`src/rtl/gate_tt_pkg.sv`:
```
// Shared definitions for the 3-input gate truth-table sequencer.
package gate_tt_pkg;

    // Sequencer FSM states
    typedef enum logic [1:0] {
        IDLE   = 2'd0,
        SETTLE = 2'd1,
        SAMPLE = 2'd2,
        DONE   = 2'd3
    } tt_state_e;

    // One vector per row of a 3-input truth table
    localparam int unsigned NUM_VECTORS = 8;

    // Expected-output masks: bit i is the gate output for inputs {a,b,c} = i
    localparam logic [7:0] AND3_EXPECT  = 8'h80;
    localparam logic [7:0] OR3_EXPECT   = 8'hFE;
    localparam logic [7:0] NAND3_EXPECT = 8'h7F;
    localparam logic [7:0] NOR3_EXPECT  = 8'h01;
    localparam logic [7:0] XOR3_EXPECT  = 8'h96;

endpackage

```
`src/rtl/gate_tt_settle_timer.sv`:
```
// Settle counter: counts cycles a vector has been held and flags the last one.
module gate_tt_settle_timer #(
    parameter int unsigned SETTLE_CYCLES = 2
) (
    input  logic clk,
    input  logic rst_n,
    input  logic clr,
    input  logic en,
    output logic at_terminal
);

    localparam logic [3:0] TERMINAL = 4'(SETTLE_CYCLES - 1);

    logic [3:0] count;

    // Count while enabled, clear on request, saturate at the terminal value
    always_ff @(posedge clk or negedge rst_n) begin
        if (!rst_n) begin
            count <= '0;
        end else if (clr) begin
            count <= '0;
        end else if (en && !at_terminal) begin
            count <= count + 4'd1;
        end
    end

    assign at_terminal = (count == TERMINAL);

endmodule

```
`src/rtl/gate3_tt_sequencer.sv`:
```
// Drives all eight input vectors into an external 3-input gate, waits for each
// to settle, samples the gate output and records mismatches against EXPECT_MASK.
module gate3_tt_sequencer
    import gate_tt_pkg::*;
#(
    parameter int unsigned SETTLE_CYCLES = 2,
    parameter logic [7:0]  EXPECT_MASK   = AND3_EXPECT
) (
    input  logic       clk,
    input  logic       rst_n,
    input  logic       start,
    input  logic       abort,
    input  logic       dut_y,
    output logic       dut_a,
    output logic       dut_b,
    output logic       dut_c,
    output logic       busy,
    output logic       done,
    output logic [7:0] fail_vec,
    output logic [3:0] err_count,
    output logic       pass
);

    localparam logic [2:0] LAST_IDX = 3'(NUM_VECTORS - 1);

    tt_state_e  state;
    logic [2:0] idx;
    logic       settle_done;
    logic       sample_miss;
    logic [3:0] err_next;

    gate_tt_settle_timer #(
        .SETTLE_CYCLES(SETTLE_CYCLES)
    ) u_settle_timer (
        .clk        (clk),
        .rst_n      (rst_n),
        .clr        (state != SETTLE),
        .en         (state == SETTLE),
        .at_terminal(settle_done)
    );

    // Compare the gate output against the expected bit for the current vector
    always_comb begin
        sample_miss = (dut_y != EXPECT_MASK[idx]);
        err_next    = err_count + (sample_miss ? 4'd1 : 4'd0);
    end

    // Sweep FSM and result registers
    always_ff @(posedge clk or negedge rst_n) begin
        if (!rst_n) begin
            state     <= IDLE;
            idx       <= '0;
            fail_vec  <= '0;
            err_count <= '0;
            pass      <= 1'b0;
        end else begin
            case (state)
                IDLE: begin
                    if (start && !abort) begin
                        idx       <= '0;
                        fail_vec  <= '0;
                        err_count <= '0;
                        pass      <= 1'b0;
                        state     <= SETTLE;
                    end
                end
                SETTLE: begin
                    if (abort) begin
                        pass  <= 1'b0;
                        state <= IDLE;
                    end else if (settle_done) begin
                        state <= SAMPLE;
                    end
                end
                SAMPLE: begin
                    if (abort) begin
                        pass  <= 1'b0;
                        state <= IDLE;
                    end else begin
                        if (sample_miss) begin
                            fail_vec[idx] <= 1'b1;
                        end
                        err_count <= err_next;
                        if (idx == LAST_IDX) begin
                            // pass uses err_next so the final sample is counted
                            // and the verdict is visible alongside done
                            pass  <= (err_next == 4'd0);
                            state <= DONE;
                        end else begin
                            idx   <= idx + 3'd1;
                            state <= SETTLE;
                        end
                    end
                end
                DONE: begin
                    state <= IDLE;
                end
                default: begin
                    state <= IDLE;
                end
            endcase
        end
    end

    // Status and vector outputs decoded from the FSM
    always_comb begin
        busy = (state == SETTLE) || (state == SAMPLE);
        done = (state == DONE);
        {dut_a, dut_b, dut_c} = busy ? idx : 3'b000;
    end

endmodule

```
`config.mk`:
```
export PLATFORM = sky130hd
export DESIGN_NAME = gate3_tt_sequencer
export DESIGN_NICKNAME = d
export VERILOG_FILES = /design/src/rtl/gate_tt_pkg.sv /design/src/rtl/gate_tt_settle_timer.sv /design/src/rtl/gate3_tt_sequencer.sv
export SDC_FILE = /design/constraint.sdc
export NUM_CORES = 1
export LEC_CHECK = 0
export BUFFER_PORTS_ARGS = -buffer_cell sky130_fd_sc_hd__buf_2
export CAP_MARGIN = 10
export CELL_PAD_IN_SITES_DETAIL_PLACEMENT = 1
export CELL_PAD_IN_SITES_GLOBAL_PLACEMENT = 2
export CORE_ASPECT_RATIO = 1.25
export CORE_UTILIZATION = 30
export DETAILED_ROUTE_END_ITERATION = 8
export HOLD_SLACK_MARGIN = 0.12
export PLACE_DENSITY_LB_ADDON = 0.1
export SYNTH_ARGS = -nofsm -noshare
export SYNTH_HDL_FRONTEND = slang
export SYNTH_SLANG_ARGS = --single-unit
```
`constraint.sdc`:
```
create_clock -name clk -period 7 [get_ports clk]
set_input_delay 1.4 -clock clk [delete_from_list [all_inputs] [get_ports clk]]
set_output_delay 1.4 -clock clk [all_outputs]
set_load 0.005 [all_outputs]
```
After elaboration in Yosys (flattened, before gate mapping):

Memory sizes are Yosys's and may differ from the RTL's.
Cells that the tools add are included.

* bitwise operators: 1
* reduce and logical (&&, ||, !) cells: 16
* $lt $le $gt $ge: 2
* mux-type cells: 29
* add/sub/neg operators: 3
* equality and inequality tests: 14

Operator list (count)
* $mux W8: 3
* $mux W4: 4
* $pmux W8 S2: 1
* $mux W3: 4
* $reduce_and A4 Y1: 3
* $mux W2: 5
* $ne A2 B2 Y1 const B: 5
* $or A8 B8 Y8: 1
* $pmux W2 S4: 1
* $pmux W4 S2: 1
* $mux W1: 7
* $ne A3 B3 Y1 const B: 2
* $pmux W3 S2: 1
* $add A4 B1 Y4: 1
* $add A4 B1 Y4 const B: 1
* $eq A2 B2 Y1 const B: 2
* $eq A4 B1 Y1 const B: 1
* $logic_not A4 Y1: 1
* $lt A3 B4 Y1 const B: 1
* $reduce_bool A2 Y1: 2
* $add A3 B1 Y3 const B: 1
* $demux W1 S3: 1
* $eq A3 B3 Y1 const B: 1
* $ge A3 B1 Y1 const B: 1
* 11 further kinds: 14

* output and inout port bits: 18
* memory bits (read-only): 8
* logic and storage cells: 72
* memories kept: 1
* input port bits: 5
* register bits after elaboration: 22

Memory list
* (no name shown): depth 8, bits a word 1, rd ports 1, clocked after memory_dff 0, wr ports 0, line gate3_tt_sequencer.sv:44 `sample_miss = (dut_y != EXPECT_MASK[idx]);`

Longest topological paths before layout:

Gate-level depths: netlist of run 1.

* depth after elaboration: 9
* mapped depth: 10

Cells and area by module:

Synthesis of run 1 repeated with hierarchy kept, for this count alone.

* cells, all modules: 129
* area, all modules: 1287.5 µm²

By module, submodules not included
* gate3_tt_sequencer: times used 1, cells an instance 107, area each 1062.3 µm²
* gate_tt_settle_timer: times used 1, cells an instance 22, area each 225.2 µm²

Least setup slack after synthesis of run 1:

OpenSTA, ideal clock, no wires.

* path kind: input -> register
* start point: in dut_y
* end point: reg pass
* setup time: 0.064 ns
* path buffers: 0
* required time: 6.936 ns
* setup slack: 3.990 ns
* stages: 8
* arrival: 2.946 ns
* cells stage by stage: xnor2_1 -> inv_1 -> ha_1 -> ha_1 -> nor4b_1 -> nand3_1 -> nor2_1 -> mux2_2

* longest elaborated chain between the ends: 7

Ends and longest elaborated chain
* start: declaration: line gate3_tt_sequencer.sv:13 `input logic dut_y,`
* $ne A1 B1 Y1: line gate3_tt_sequencer.sv:44
* $mux W1: line gate3_tt_sequencer.sv:45 `err_next = err_count + (sample_miss ? 4'd1 : 4'd0);`
* $add A4 B1 Y4: line gate3_tt_sequencer.sv:45
* $logic_not A4 Y1: line gate3_tt_sequencer.sv:87 `pass <= (err_next == 4'd0);`
* $mux W1: line gate3_tt_sequencer.sv:84 `if (idx == LAST_IDX) begin`
* $mux W1: line gate3_tt_sequencer.sv:76 `if (abort) begin`
* $pmux W1 S3: line gate3_tt_sequencer.sv:57 `case (state)`
* end signal: assignment: line gate3_tt_sequencer.sv:87
* end: declaration: line gate3_tt_sequencer.sv:21 `output logic pass`

No other way between the ends. The select of a mux whose other input is x is not followed.
A chain may end at the register's enable or synchronous reset.

Worst setup path after layout of run 1:

Ends and elaborated chain as after synthesis.

==> metrics.txt, run 1 <==
CTS HTree Levels=1; CTS root buf=clkbuf_8; CP Buf/Inv Count=2; Mapped Cells=124; GP Congestion=~0.70; Finished Layout Cells=approximately 200; Detailed Route Iter0 Violations=24; Core ar.=3880 µm²; Critical Path End Type=flip-flop; initial core utilization=between 30% and 40%; vias in the first global route=between 1000 and 1500; Worst path slowest cell=xnor2_1; Worst-path clk slew=0.09 ns; flop and latch count out of synthesis=22; most frequent cells in the layout=dfrtp_1 (22), buf_2 (22), nor2_1 (13), a21oi_1 (13), ha_1 (12); clock sink count=22; WL/cell=approximately 14 µm; Max stage delay on crit path=0.43 ns; total chip power=between 0.4 and 0.5 mW; global-route wire length before repair=4650 µm; DIE HEIGHT=74.2 µm; initial antenna violation count=0; CTS Buf Count=3; final setup fails=0; Final period util=42.6%; post-synth net total=141; share of the yosys chip area belonging to registers=~44%; CTS tree=built; Max-cap violations=0; Arr. time, crit path=between 3 and 4 ns; Final Critical Period=between 2 and 3 ns; die footprint=~4400 µm²; Req. time, crit path=approximately 7.2 ns; Leakage=between 0.7 and 0.8 nW; Mapped Area=about 1300 µm²; setup_tns=0 ns; share of layout cells above drive strength 1=22.1%; worst-case clock buffer depth=2; Pre-Repair DR Iteration Count=2; Via density=approximately 4.9; Ant. Diodes=0; critical path cell sequence=buf_2 -> xnor2_1 -> inv_1 -> ha_1 -> ha_1 -> nor4b_1 -> nand3_1 -> nor2_1 -> mux2_2; Port Buf Inserts=22; Crit Path Class=input pin to flip-flop; Final Cell Area=about 1500 µm²; Post-Place Cells=slightly below 200; Horiz. Die Dim=roughly 60 µm; CP top delay family=simple AND/OR/NAND/NOR gates; Tot GR Track Use=~14%; # DRC=0; Max-slew headroom=58.0%; synth warn=0; worst min-delay path class=flip-flop to flip-flop; Setup Skew=around 0.0055 ns; total wire length=approximately 2800 µm; Synth cell types=31; Vias=970; nets@finish=approximately 160; placed inst area=between 1000 and 1500 µm²; row count=25; status=completed; Worst VDD drop=between 0.08 and 0.09 mV; Slew Limit Fails=0; post-CTS sizing=0; most frequent CP cell=ha_1; final count of hold timing violations=0; io pins=23; worst slew pin tran=between 0.6 and 0.7 ns; # Post-CTS Setup Buffers=0; P&R area growth vs syn=16.4%; CP Max Fanout=3; Mapped Avg Cell Area=10.1 µm²; GRT overflow=0; power density cells=just under 300 nW/µm²; CP Launch Type=input pin; RSZ-0062 raised after global routing=no; Clk Latency, worst-skew pair=approximately 0.27 ns; fmax=335 MHz; largest net degree at the start of global routing=23; post-DP HPWL=2050 µm; hold buffers post-CTS=0; DRT antenna net count=0
-- where the power goes --
group	leakage, nW	total (mW)	internal (mW)	switching (mW)
clock	0.0216	0.0819	0.0385	0.0434
combinational	0.401	0.171	0.0756	0.0949
sequential	0.297	0.178	0.152	0.0266
total	0.719	0.431	0.266	0.165
-- synthesized netlist by cell type (all sizes together) --
cell / number / share of area [%]
a2111oi: 2 / 4.4
a21oi: 13 / 5.2
a22o: 1 / 0.70
a31oi: 2 / 1.0
a32o: 2 / 1.6
and2: 5 / 2.5
buf: 1 / 0.40
clkbuf: 4 / 1.3
dfrtp: 22 / 44
ha: 12 / 12
inv: 7 / 2.1
mux2: 1 / 0.90
mux2i: 1 / 1.1
nand2: 7 / 2.1
nand2b: 4 / 2.0
nand3: 5 / 2.0
nor2: 13 / 3.9
nor2b: 2 / 1.0
nor3: 1 / 0.80
nor3b: 1 / 0.60
nor4b: 1 / 0.70
o211a: 1 / 0.80
o21a: 1 / 0.60
o21ai: 6 / 2.4
o31ai: 1 / 0.60
or2: 1 / 0.50
or3b: 1 / 0.70
xnor2: 5 / 3.5
xor2: 1 / 0.70
-- state kept, by name, summed over array words and instances, names as in the netlist --
name	cells
err_count	4
fail_vec	8
idx	3
pass	1
state	2
u_settle_timer.count	4
-- worst paths after layout --
| check | depth (start not counted) | from | to | slack (ns) |
|---|---|---|---|---|
| worst max-delay path | 9 | dut_y | pass | 4.02 |
| min in group asynchronous | 1 | rst_n | pass | 1.09 |
| worst min register to register | 2 | fail_vec[3] | fail_vec[3] | 0.50 |
| worst min-delay path | 2 | fail_vec[3] | fail_vec[3] | 0.50 |
| max in group asynchronous | 1 | rst_n | fail_vec[5] | 5.56 |
| worst max register to register | 10 | idx[0] | pass | 4.22 |
-- layout make-up --
| class | count | area (µm²) |
|---|---|---|
| clock buffers | 3 | 41.3 |
| fillers | 473 | 2420 |
| repair buffers | 23 | 118 |
| multi-input cells | 90 | 654 |
| inverters | 7 | 26.3 |
| well taps | 54 | 67.6 |
| flip-flops and latches | 22 | 551 |
-- layer usage --
metal | share of wire, % | up-vias | GRT usage (%) | routed length, µm
li1 | - | 467 | - | -
met2 | 51 | 20 | 25.2 | 1430
met3 | 3.8 | 6 | 2.61 | 108
met4 | 1.3 | 0 | 5.43 | 36
met1 | 44 | 477 | 17.1 | 1230
met5 | 0 | - | 0 | 0
-- per-stage QoR --
stage,hold slack (ns),worst slack (ns),util (%)
6_report,0.501,4.02,37.6
5_1_grt,0.538,3.85,37.6
4_1_cts,0.511,3.98,37.6
3_5_place_dp,0.486,3.73,36.5
3_3_place_gp,0.477,3.77,36.5
2_1_floorplan,0.486,3.99,-
-- logic make-up after synthesis --
kind of cell | after synthesis | synth area share (%)
AND/OR/NAND/NOR | 41 | 16.8
multiplexers | 2 | 2.00
buffers and inverters | 12 | 3.80
AO/OA/AOI/OAI | 29 | 17.3
flip-flops | 22 | 44.0
adder cells (fa/ha/maj) | 12 | 12.0
XOR/XNOR | 6 | 4.20
-- worst register-to-register path, stage by stage (launching register included) --
cell	delay [ns]
dfrtp_1	0.50
ha_1	0.26
ha_1	0.26
xnor2_1	0.45
inv_1	0.09
ha_1	0.21
ha_1	0.29
nor4b_1	0.31
nand3_1	0.11
nor2_1	0.11
mux2_2	0.15
No activity file was read; power rests on OpenSTA's default activity.
==> run 2: changes to the inputs <==
==> constraint.sdc (replaced) <==
create_clock -name clk -period 3 [get_ports clk]
set_input_delay 0.6 -clock clk [delete_from_list [all_inputs] [get_ports clk]]
set_output_delay 0.6 -clock clk [all_outputs]
set_load 0.005 [all_outputs]
==> run 2 against run 1 <==
Net effect: clock power increased by 130%; utilization increased by 0.39 points; final area increased by 1.0%; flip-flop and latch count unchanged; via count increased by 1.9%; critical endpoint unchanged.
==> metrics.txt, run 2 (synthesized netlist as in run 1, its figures left out) <==
Max-cap violations=0; global-route wire length before repair=4890 µm; P_sw=0.386 mW; Final period util=82.2%; Internal=0.624 mW; Max-slew headroom=between 60% and 70%; CTS tree=built; Setup crit start=idx[0]; Seq pwr share=between 40% and 50%; Worst VDD drop=between 0.3 and 0.4 mV; Max stage delay on crit path=between 0.4 and 0.5 ns; # DRC=0; DRT antenna net count=0; Top reg by flops=fail_vec; Slew Limit Fails=0; Horiz. Die Dim=59.8 µm; r2r startpoint=idx[0]; P&R area growth vs syn=17.6%; worst-case clock buffer depth=2; GRT overflow=0; WL/cell=about 14 µm; final count of hold timing violations=0; Detailed Route Iter0 Violations=13; io pins=23; Critical Path End Type=flip-flop; Clk Latency, worst-skew pair=0.26 ns; Worst-path clk slew=0.08 ns; Port Buf Inserts=22; post-DP HPWL=approximately 2200 µm; status=completed; die footprint=4440 µm²; setup_tns=0 ns; DIE HEIGHT=between 70 and 80 µm; CP Max Fanout=8; worst min-delay path class=input pin to asynchronous set/reset pin; Via density=between 4 and 5; Vias=slightly below 1000; GP Congestion=between 0.7 and 0.8; most frequent CP cell=ha_1; total wire length=between 2000 and 3000 µm; clock sink count=22; CTS root buf=clkbuf_8; row count=25; initial core utilization=32.3%; Arr. time, crit path=roughly 2.7 ns; post-CTS sizing=0; fin util=38.0%; most frequent cells in the layout=dfrtp_1 (22), buf_2 (22), nor2_1 (13), a21oi_1 (13), ha_1 (12); fmax=406 MHz; Fill cells=about 470; vias in the first global route=1038; Crit Path Class=flip-flop to flip-flop; Top Registers=fail_vec x8, err_count x4, u_settle_timer.count x4; Pre-Repair DR Iteration Count=4; power density cells=a little under 700 nW/µm²; Core ar.=between 3000 and 4000 µm²; Final Critical Period=2.47 ns; share of layout cells above drive strength 1=between 20% and 30%; CTS HTree Levels=1; Comb pwr share=roughly 41%; nets@finish=between 150 and 200; # Post-CTS Setup Buffers=0; Tot GR Track Use=between 10 and 15%; reg2reg path depth=10; CP Launch Type=flip-flop; largest net degree at the start of global routing=23; final setup fails=0; Setup Skew=0.00173 ns; Leakage=0.730 nW; Clk network pwr share=18.4%; max FFs per register=8; critical path cell sequence=ha_1 -> ha_1 -> xnor2_1 -> inv_1 -> ha_1 -> ha_1 -> nor4b_1 -> nand3_1 -> nor2_1 -> mux2_2; worst slew pin tran=between 0.5 and 0.6 ns; RSZ-0062 raised after global routing=no; CTS Buf Count=3; switching share of power=38.2%; initial antenna violation count=0; Req. time, crit path=roughly 3.2 ns; Ant. Diodes=0; Worst path slowest cell=dfrtp_1; hold buffers post-CTS=0
==> run 2: per-stage QoR <==
| stage | total power, mW | hold WS [ns] | cells | area, µm² | worst slack (ns) |
|---|---|---|---|---|---|
| 2_1_floorplan | 0.699 | 0.304 | 124 | 1250 | 0.515 |
| 3_3_place_gp | 0.824 | 0.480 | 198 | 1430 | 0.663 |
| 3_5_place_dp | 0.840 | 0.487 | 198 | 1430 | 0.523 |
| 4_1_cts | 1.03 | 0.322 | 201 | 1470 | 0.495 |
| 5_1_grt | 1.09 | 0.341 | 201 | 1470 | 0.324 |
| 6_report | 1.01 | 0.303 | 201 | 1470 | 0.535 |
==> run 2: critical path: cells and delay by family (launching register included) <==
kind          cells  cell delay [ns]
flops             1             0.48
mux               1             0.15
fa+ha+maj         4             0.96
simple gates      3             0.56
xor+xnor          1             0.19
buf+inv           1             0.06
==> run 2: routing by layer <==
layer | up-vias | part of all wire, % | global-route usage [%]
met5 | - | 0 | 0
met4 | 0 | 1.6 | 6.20
met3 | 4 | 3.0 | 1.74
met2 | 19 | 51 | 26.5
met1 | 490 | 44 | 17.5
li1 | 475 | - | -
==> run 2: path summary, 6_finish.rpt <==
check	endpoint	slack [ns]
setup / recovery	pass	0.53
hold / removal	u_settle_timer.count[3]	0.30
setup reg to reg	pass	0.53
hold reg to reg	fail_vec[3]	0.50
max in group asynchronous	fail_vec[6]	2.35
min in group clk	fail_vec[3]	0.50
==> run 2: power by group through the flow <==
stage | logic (mW) | clock network, mW | registers [mW]
final | 0.412 | 0.186 | 0.413
after global routing | 0.470 | 0.198 | 0.423
after CTS | 0.421 | 0.191 | 0.415
after detailed placement | 0.419 | 0 | 0.421
after global placement | 0.409 | 0 | 0.415
after floorplan | 0.290 | 0 | 0.409
==> run 2: cell type report <==
| cell class | count | area, µm² | share of cell area (%) |
|---|---|---|---|
| repair buffers | 25 | 133 | 9.01 |
| inverters | 7 | 26.3 | 1.78 |
| flip-flops and latches | 22 | 551 | 37.4 |
| well taps | 54 | 67.6 | 4.59 |
| clock buffers | 3 | 41.3 | 2.80 |
| multi-input cells | 90 | 654 | 44.4 |
==> run 3: changes to the inputs <==
--- a/config.mk
+++ b/config.mk
@@ -5,12 +5,13 @@
 export SDC_FILE = /design/constraint.sdc
 export NUM_CORES = 1
 export LEC_CHECK = 0
+export ABC_AREA = 1
 export BUFFER_PORTS_ARGS = -buffer_cell sky130_fd_sc_hd__buf_2
 export CAP_MARGIN = 10
 export CELL_PAD_IN_SITES_DETAIL_PLACEMENT = 1
 export CELL_PAD_IN_SITES_GLOBAL_PLACEMENT = 2
 export CORE_ASPECT_RATIO = 1.25
-export CORE_UTILIZATION = 30
+export CORE_UTILIZATION = 28
 export DETAILED_ROUTE_END_ITERATION = 8
 export HOLD_SLACK_MARGIN = 0.12
 export PLACE_DENSITY_LB_ADDON = 0.1
==> constraint.sdc (replaced) <==
create_clock -name clk -period 2.1 [get_ports clk]
set_input_delay 0.42 -clock clk [delete_from_list [all_inputs] [get_ports clk]]
set_output_delay 0.42 -clock clk [all_outputs]
set_load 0.005 [all_outputs]
==> run 3 against run 2 <==
Net effect: non-clock buffer count rose by 1; area after synthesis rose by 8.9%; final area rose by 11%; power rose by 68%; final cell count rose by 36%; largest cell class unchanged; register-to-register slack got worse by 0.37 ns; clock-buffer cell count rose by 1; die area rose by 16%; highest routed layer unchanged; synthesized cell count rose by 48%; largest power group is now combinational cells; sequential power rose by 33%; maximum frequency rose by 28%; flip-flop and latch count did not move.
==> metrics.txt, run 3 <==
DRT antenna net count=0; Ant. Diodes=0; Leakage=just under 0.9 nW; CP Launch Type=flip-flop; WL met1=approximately 1600 µm; global-route wire length before repair=5870 µm; Mapped Area=1360 µm²; Final period util=roughly 92%; Top Metal Used=met4; largest net degree at the start of global routing=23; WL/cell=~12 µm; final hold slack=around 0.12 ns; Fill cells=620; row count=28; Mapped Cells=184; worst slew pin tran=around 0.52 ns; GP Congestion=~0.7; initial core utilization=between 20% and 30%; max FFs per register=8; count leader, synth=nand2_1; CTS root buf=clkbuf_8; Arr. time, crit path=around 2.1 ns; Pre-Repair DR Iteration Count=4; Vias=around 1200; io pins=23; Port Buf Inserts=22; status=completed; power density cells=around 1000 nW/µm²; commonest non-fill, non-tap cell in the layout=nand2_1; nets@finish=about 230; CTS tree=built; worst min-delay path class=input pin to asynchronous set/reset pin; met2 WL post-DR=1640 µm; worst-case clock buffer depth=2; die footprint=~5200 µm²; clock sink count=22; initial antenna violation count=0; P&R area growth vs syn=19.4%; CP Max Fanout=5; WL met3=around 71 µm; Detailed Route Iter0 Violations=37; DIE HEIGHT=around 80 µm; Slew Limit Fails=0; # Post-CTS Setup Buffers=0; Primary FF master, synth=dfrtp_1; Critical Path End Type=flip-flop; CTS Buf Count=3; total wire length=around 3400 µm; Via density=approximately 4.5; Crit Path Class=flip-flop to flip-flop; CTS HTree Levels=1; Setup Skew=around 0.0083 ns; area share of the largest cell type after synthesis=between 40% and 50%; Top reg by flops=fail_vec; fmax=518 MHz; Final Cell Area=approximately 1600 µm²; hold buffers post-CTS=0; Core ar.=about 4700 µm²; GRT overflow=0; final count of hold timing violations=0; setup_tns=0 ns; flop and latch count out of synthesis=22; RSZ-0062 raised after global routing=no; Req. time, crit path=2.31 ns; synth warn=0; Synth top cells by count=nand2_1 (67), inv_1 (26), dfrtp_1 (22); Horiz. Die Dim=64.4 µm; Max-cap violations=0; asr flop ratio synth=100%; placed inst area=1570 µm²; largest area contributor in the synthesized netlist=dfrtp_1; Clk Latency, worst-skew pair=about 0.27 ns; share of the yosys chip area belonging to registers=a little over 40%; Worst VDD drop=about 0.4 mV; share of layout cells above drive strength 1=~18%; # DRC=0; Tot GR Track Use=around 15%; post-CTS sizing=0; Max-slew headroom=between 60% and 70%; synth top area cells=dfrtp_1 (40%), nand2_1 (18%), ha_1 (11%), inv_1 (7.2%), nand3_1 (4.8%); final setup fails=0; Mapped Avg Cell Area=roughly 7.4 µm²; Worst-path clk slew=approximately 0.090 ns; most frequent cells in the layout=nand2_1 (67), inv_1 (26), dfrtp_1 (22), buf_2 (22), nand3_1 (13); Top Registers=fail_vec x8, err_count x4, u_settle_timer.count x4; post-DP HPWL=2610 µm; Synth cell types=19; Post-synth EDFFs=0; vias in the first global route=around 1300; Final Critical Period=just under 2 ns; post-synth net total=around 200
run 3: changes by cell type after synthesis, sizes merged, moves of 5 or more:
cell and delta:
nand2 +63, a21oi -5, o21ai +6, and2 -5, nand3 +10, inv +20
run 3: logic make-up after synthesis:
kind of cell    Yosys count  share of synthesized area (%)
simple gates             99                           31.7
buf+inv                  29                           8.35
flops                    22                           40.4
compound gates           20                           7.34
fa+ha+maj                12                           11.0
xor+xnor                  2                           1.28
run 3: through the flow:
stage / cells / worst slack (ns) / utilization (%) / power (mW)
2_1_floorplan: 184 / 0.204 / - / 1.15
5_1_grt: 273 / 0.0368 / 34.7 / 1.87
4_1_cts: 273 / 0.0983 / 34.6 / 1.75
6_report: 273 / 0.169 / 34.7 / 1.69
3_3_place_gp: 269 / 0.177 / 33.5 / 1.40
3_5_place_dp: 269 / 0.135 / 33.5 / 1.42
run 3: layer usage:
layer	vias up	global-route usage [%]
li1	627	-
met1	576	19.1
met2	17	25.3
met3	5	1.71
met4	0	5.33
met5	-	0
run 3: final timing paths:
kind,startpoint,to,slack (ns),cells past startpoint
min in group clk,pass,pass,0.51,2
hold / removal,rst_n,fail_vec[3],0.12,1
hold reg to reg,pass,pass,0.51,2
max in group asynchronous,rst_n,fail_vec[5],1.63,1
setup reg to reg,idx[0],pass,0.17,11
setup / recovery,idx[0],pass,0.17,11
run 3: report_power, final:
group | total (mW) | switching [mW] | internal [mW]
clock | 0.315 | 0.148 | 0.167
combinational | 0.828 | 0.558 | 0.270
sequential | 0.551 | 0.0671 | 0.484
run 3: worst max-delay path, cell delays in order, from the launching register on:
cell     delay, ns
dfrtp_1       0.39
ha_1          0.20
ha_2          0.20
nand2_1       0.10
nand2_1       0.06
ha_1          0.21
ha_1          0.30
nor2_1        0.11
nand2_1       0.06
nor2_1        0.11
nand3_1       0.08
nand2_1       0.06
run 3: layout make-up:
cell class	instances	area, µm²	area share [%]
sequential	22	551	33.8
clock buffer	4	55.1	3.38
timing repair buffer	26	140	8.60
tap	60	75.1	4.61
multi-input combinational	133	702	43.1
inverter	28	106	6.53
